File: src/rtl/key_schedule_pkg.sv
// Shared widths, FSM state type and the PRESENT 4-bit S-box
// used by the round-key schedule.
package key_schedule_pkg;

  localparam int KEY_W        = 20;
  localparam int RK_W         = 16;
  localparam int RC_W         = 4;
  localparam int NUM_KEYS_DEF = 16;

  typedef enum logic [1:0] {
    ST_IDLE   = 2'd0,
    ST_ACTIVE = 2'd1,
    ST_DONE   = 2'd2
  } state_t;

  function automatic logic [3:0] sbox(input logic [3:0] x);
    logic [3:0] y;
    case (x)
      4'h0: y = 4'hC;
      4'h1: y = 4'h5;
      4'h2: y = 4'h6;
      4'h3: y = 4'hB;
      4'h4: y = 4'h9;
      4'h5: y = 4'h0;
      4'h6: y = 4'hA;
      4'h7: y = 4'hD;
      4'h8: y = 4'h3;
      4'h9: y = 4'hE;
      4'hA: y = 4'hF;
      4'hB: y = 4'h8;
      4'hC: y = 4'h4;
      4'hD: y = 4'h7;
      4'hE: y = 4'h1;
      default: y = 4'h2;
    endcase
    return y;
  endfunction

endpackage

File: src/rtl/key_schedule_key_update.sv
// One combinational round of the key schedule: rotate left 13,
// S-box the top nibble, fold the round counter into bits [7:4].
module key_update
  import key_schedule_pkg::*;
(
  input  logic [KEY_W-1:0] key,
  input  logic [RC_W-1:0]  rc,
  output logic [KEY_W-1:0] next_key
);

  logic [KEY_W-1:0] rot;

  always_comb begin
    rot      = {key[6:0], key[19:7]};
    next_key = {sbox(rot[19:16]), rot[15:8], rot[7:4] ^ rc, rot[3:0]};
  end

endmodule

File: src/rtl/key_schedule.sv
// Round-key generator: issues NUM_KEYS round keys from a 20-bit master
// key over a valid/ready interface, then pulses done for one cycle.
module key_schedule
  import key_schedule_pkg::*;
#(
  parameter int NUM_KEYS = NUM_KEYS_DEF
) (
  input  logic              clk,
  input  logic              rst_n,
  input  logic              load,
  input  logic [KEY_W-1:0]  key_in,
  input  logic              rk_ready,
  output logic              rk_valid,
  output logic [RK_W-1:0]   round_key,
  output logic [3:0]        rk_idx,
  output logic              done
);

  localparam logic [3:0] LAST_IDX = 4'(NUM_KEYS - 1);

  state_t           state;
  logic [KEY_W-1:0] key_reg;
  logic [KEY_W-1:0] next_key;
  logic [3:0]       idx;

  key_update u_key_update (
    .key      (key_reg),
    .rc       (idx + 4'd1),
    .next_key (next_key)
  );

  // Handshake: a key moves on a rising edge where rk_valid and rk_ready are
  // both high; rk_valid never drops while waiting, and the key/index stay
  // frozen until accepted. load overrides everything, even a same-cycle accept.
  always_ff @(posedge clk or negedge rst_n) begin
    if (!rst_n) begin
      state    <= ST_IDLE;
      key_reg  <= '0;
      idx      <= '0;
      rk_valid <= 1'b0;
      done     <= 1'b0;
    end else begin
      done <= 1'b0;
      case (state)
        ST_ACTIVE: begin
          if (load) begin
            key_reg  <= key_in;
            idx      <= '0;
            rk_valid <= 1'b1;
          end else if (rk_ready) begin
            if (idx == LAST_IDX) begin
              state    <= ST_DONE;
              rk_valid <= 1'b0;
              done     <= 1'b1;
            end else begin
              key_reg <= next_key;
              idx     <= idx + 4'd1;
            end
          end
        end
        default: begin
          if (load) begin
            state    <= ST_ACTIVE;
            key_reg  <= key_in;
            idx      <= '0;
            rk_valid <= 1'b1;
          end
        end
      endcase
    end
  end

  assign round_key = key_reg[19:4];
  assign rk_idx    = idx;

endmodule

File: config.mk
export PLATFORM = sky130hd
export DESIGN_NAME = key_schedule
export DESIGN_NICKNAME = d
export VERILOG_FILES = /design/src/rtl/key_schedule_pkg.sv /design/src/rtl/key_schedule_key_update.sv /design/src/rtl/key_schedule.sv
export SDC_FILE = /design/constraint.sdc
export NUM_CORES = 1
export LEC_CHECK = 0
export CAP_MARGIN = 5
export CORE_ASPECT_RATIO = 0.6
export CORE_UTILIZATION = 48
export DETAILED_ROUTE_END_ITERATION = 10
export PLACE_DENSITY = 0.8
export SETUP_SLACK_MARGIN = 0.15
export SYNTH_ARGS = -nofsm -noshare
export SYNTH_HDL_FRONTEND = slang
export SYNTH_SLANG_ARGS = --single-unit
File: constraint.sdc
create_clock -name clk -period 2 [get_ports clk]
set_input_delay 0.4 -clock clk [delete_from_list [all_inputs] [get_ports clk]]
set_output_delay 0.4 -clock clk [all_outputs]
set_load 0.05 [all_outputs]
==> impl_metrics.csv <==
group,metric,value,unit
run_status,status,"finished, final reports clean",
timing,layout_worst_path_cycle_share,88.78,%
timing,drv_slew,0,
critical_path,worstPathMaxFanout,7,
timing,finalSetupViolCount,0,
yosys,synth_xor_area_share,3.574,%
timing,slew_headroom,66.56,%
final_layout,largest_reg_flops,20,
routing,wl_per_cell,14.80,µm
yosys,synth_edf_count,0,
yosys,syn_area,0.001715,mm²
final_layout,areaGrowthSynthToFinish,32.02,%
die,floorplan.rows,16,
placement,place_inst,274,
yosys,yosys_warnings,0,
yosys,synthSimpleGateAreaFrac,19.69,%
global_route,grt_max_degree,29,
global_route,grt_pass1_vias,1419,
routing,firstDrtPassIters,4,
timing,hold_violations,0,
final_layout,fillers,294,
critical_path,cpPeakStageDelay,0.44,ns
die,die_area,0.003825,mm²
yosys,synth-seq-area-share,40.85,%
clock_tree,htreeDepth,1,
power,power.total,3.651,mW
clock_tree,cts_tree,"built",
yosys,ys_async_sr_fraction,100.0,%
critical_path,path_cells,"ha_1, and4b_4, nor3_4, buf_4, buf_6, nor2_1, a31oi_1",
yosys,netlist_instances,196,
clock_tree,cts_root_buffer,"clkbuf_8",
critical_path,reg2reg_slack,0.22,ns
critical_path,ff2ff_path_depth,7,
yosys,synth_largest_area_cell,"dfrtp_1",
yosys,synth_compound_area_share,12.98,%
critical_path,cp-start-kind,"flip-flop",
power,p_per_area,1612,mW/mm²
clock_tree,clkTransAtPathRegs,0.10,ns
timing,period_minus_slack,1.776,ns
timing,rsz0062_at_grt,"no",
timing,setup_ws,0.2243,ns
timing,hold-worst-slack,0.4970,ns
timing,max_clock_freq,563.2,MHz
routing,vias_per_cell,5.486,
global_route,antenna_found_initial,0,
critical_path,path_buf_inv,2,
critical_path,path_class,"flip-flop to flip-flop",
yosys,synth_commonest_cells,"nand2_1, dfrtp_1, nor2_1, a31oi_1, buf_4",
placement,dpl_worst_slack,-0.09682,ns
clock_tree,cts.sinks,28,
placement,portBuffers,45,
yosys,yosysMostFrequentCell,"nand2_1",
timing,tightestPinTransition,0.5007,ns
yosys,synth_top_area_share,40.85,%
critical_path,reg2reg_from,"rk_idx[0]",
critical_path,worst_ep_arrival_time,1.97,ns
clock_tree,ctsHoldBuffers,0,
routing,drt_iter0_drc,104,
clock_tree,clk_latency,0.28,ns
yosys,ys_types,32,
critical_path,worstReg2RegEnd,"key_reg[4]",
clock_tree,cts_buffer_depth,2,
power,p_leak,1.048,nW
die,die_h,48.31,µm
yosys,yosys-top-cells-area,"dfrtp_1, nand2_1, buf_4",
flow_run,maxCapViolations,0,
final_layout,nNetsFinal,270,
placement,routabilityCongestion,0.8433,
final_layout,diodes,0,
routing,vias,1547,
die,initial_core_util,51.62,%
routing,remaining_drc_errors,0,
routing,ant_nets,0,
timing,fin_skew,0.002364,ns
routing,drt-total-wl,4175,µm
placement,hpwl,3035,µm
yosys,synth_flop_cell,"dfrtp_1",
yosys,yosys.area_share.adder,5.835,%
yosys,ys_ff_latch,28,
clock_tree,cts_buffers,3,
die,core,0.003323,mm²
die,io_pins,46,
final_layout,instances_no_fill,282,
critical_path,end_kind,"flip-flop",
global_route,overflow,0,
die,dieWidth,79.18,µm
yosys,synth_top_family_by_area,"simple AND/OR/NAND/NOR gates",
yosys,synth_area_per_cell,8.752,µm²
critical_path,path_delay_family,"simple AND/OR/NAND/NOR gates",
yosys,synth_fp_nets,228,
power,ir_drop,0.001074,V
global_route,grt_use_total,23.49,%
worst_hold_path,holdCritPathClass,"input port to asynchronous set/reset pin",
critical_path,slowest_stage,"dfrtp_2",
critical_path,cp_data_required_time,2.20,ns
global_route,grt_pass1_wl,6879,µm
final_layout,drive_above_1_share,18.14,%
yosys,synthMuxAreaShare,4.522,%
timing repair:
| item | CTS | global route |
|---|---|---|
| resized for setup | 14 | 8 |
| buffers inserted | 0 | 2 |
| endpoints found under the setup margin | 14 | 20 |
| hold endpoints to repair | 0 | 0 |
| gates cloned | 0 | 2 |
| pin swaps | 0 | 1 |
metal layers:
layer  GRT usage, %  up-vias  routed length [µm]
li1               -      728                   -
met1          33.86      739                1847
met5              0        -                   0
met2          33.91       72                1814
met4          6.667        0                  59
met3          7.358        8                 452
report_power, final:
| part | leakage (nW) | internal [mW] | switching (mW) |
|---|---|---|---|
| combinational | 0.685 | 0.812 | 1.32 |
| sequential | 0.327 | 0.808 | 0.260 |
| clock | 0.0357 | 0.268 | 0.187 |
| total | 1.05 | 1.89 | 1.76 |
kinds of logic (layout without fill, tap and decap cells):
group,after synthesis,count (layout)
AND/OR/NAND/NOR,77,77
buffers and inverters,36,77
AO/OA/AOI/OAI,35,35
flip-flops,28,28
adder cells (fa/ha/maj),8,8
XOR/XNOR,7,7
multiplexers,5,5
area by class of cell:
| cell class | count | area (µm²) | area share [%] |
|---|---|---|---|
| Multi-Input combinational cell | 132 | 817.0 | 36.08 |
| Sequential cell | 28 | 703.2 | 31.05 |
| Timing Repair Buffer | 64 | 583.1 | 25.75 |
| Tap cell | 45 | 56.30 | 2.486 |
| Clock buffer | 3 | 41.29 | 1.823 |
| Inverter | 9 | 33.78 | 1.492 |
| Clock inverter | 1 | 30.03 | 1.326 |
layout by cell type, fill, tap and decap left out, drive strengths merged:
cell           instances
dlygate4sd2           14
nor3b                  2
o31ai                  1
mux4                   2
o311a                  1
a31oi                 16
nand3                  2
clkdlybuf4s50         22
nand2b                 2
nand4                  1
ha                     8
xnor2                  5
nor3                   2
dlymetal6s2s           3
bufinv                 1
nand2                 42
o22ai                  1
clkbuf                 3
a211oi                 2
mux2i                  1
xor2                   2
a21oi                  5
o21ai                  7
inv                    9
dfrtp                 28
mux2                   2
nor2b                  2
or3                    1
buf                   25
o2bb2ai                1
nor2                  22
and4b                  1
a21bo                  1
worst max path at each step:
| stage | from | endpoint | slack [ns] | cells past startpoint |
|---|---|---|---|---|
| after CTS | rk_valid | rk_valid | 0.17 | 1 |
| final | rk_idx[0] | key_reg[4] | 0.22 | 7 |
| after global placement | load | key_reg[17] | -0.04 | 8 |
| after detailed placement | load | key_reg[3] | -0.1 | 8 |
| after global routing | rk_idx[0] | key_reg[9] | 0.16 | 7 |
| after floorplan | rk_idx[0] | key_reg[16] | 0.16 | 5 |
worst reg2reg max path: cells and delay by family (launching register included):
kind                       cells  cell delay (ns)
and+or+nand+nor                3             0.50
DFF                            1             0.44
buffers and inverters          2             0.31
adders and majority gates      1             0.28
AOI/OAI and AO/OA              1             0.16
stage by stage:
stage | area (µm²) | TNS [ns] | util (%)
after floorplan | 1718 | 0 | -
after global placement | 2158 | -0.3405 | 64.95
after detailed placement | 2158 | -1.051 | 64.95
after CTS | 2212 | 0 | 66.57
after global routing | 2265 | 0 | 68.15
final | 2265 | 0 | 68.15
Power figures use the tool's default switching activity.
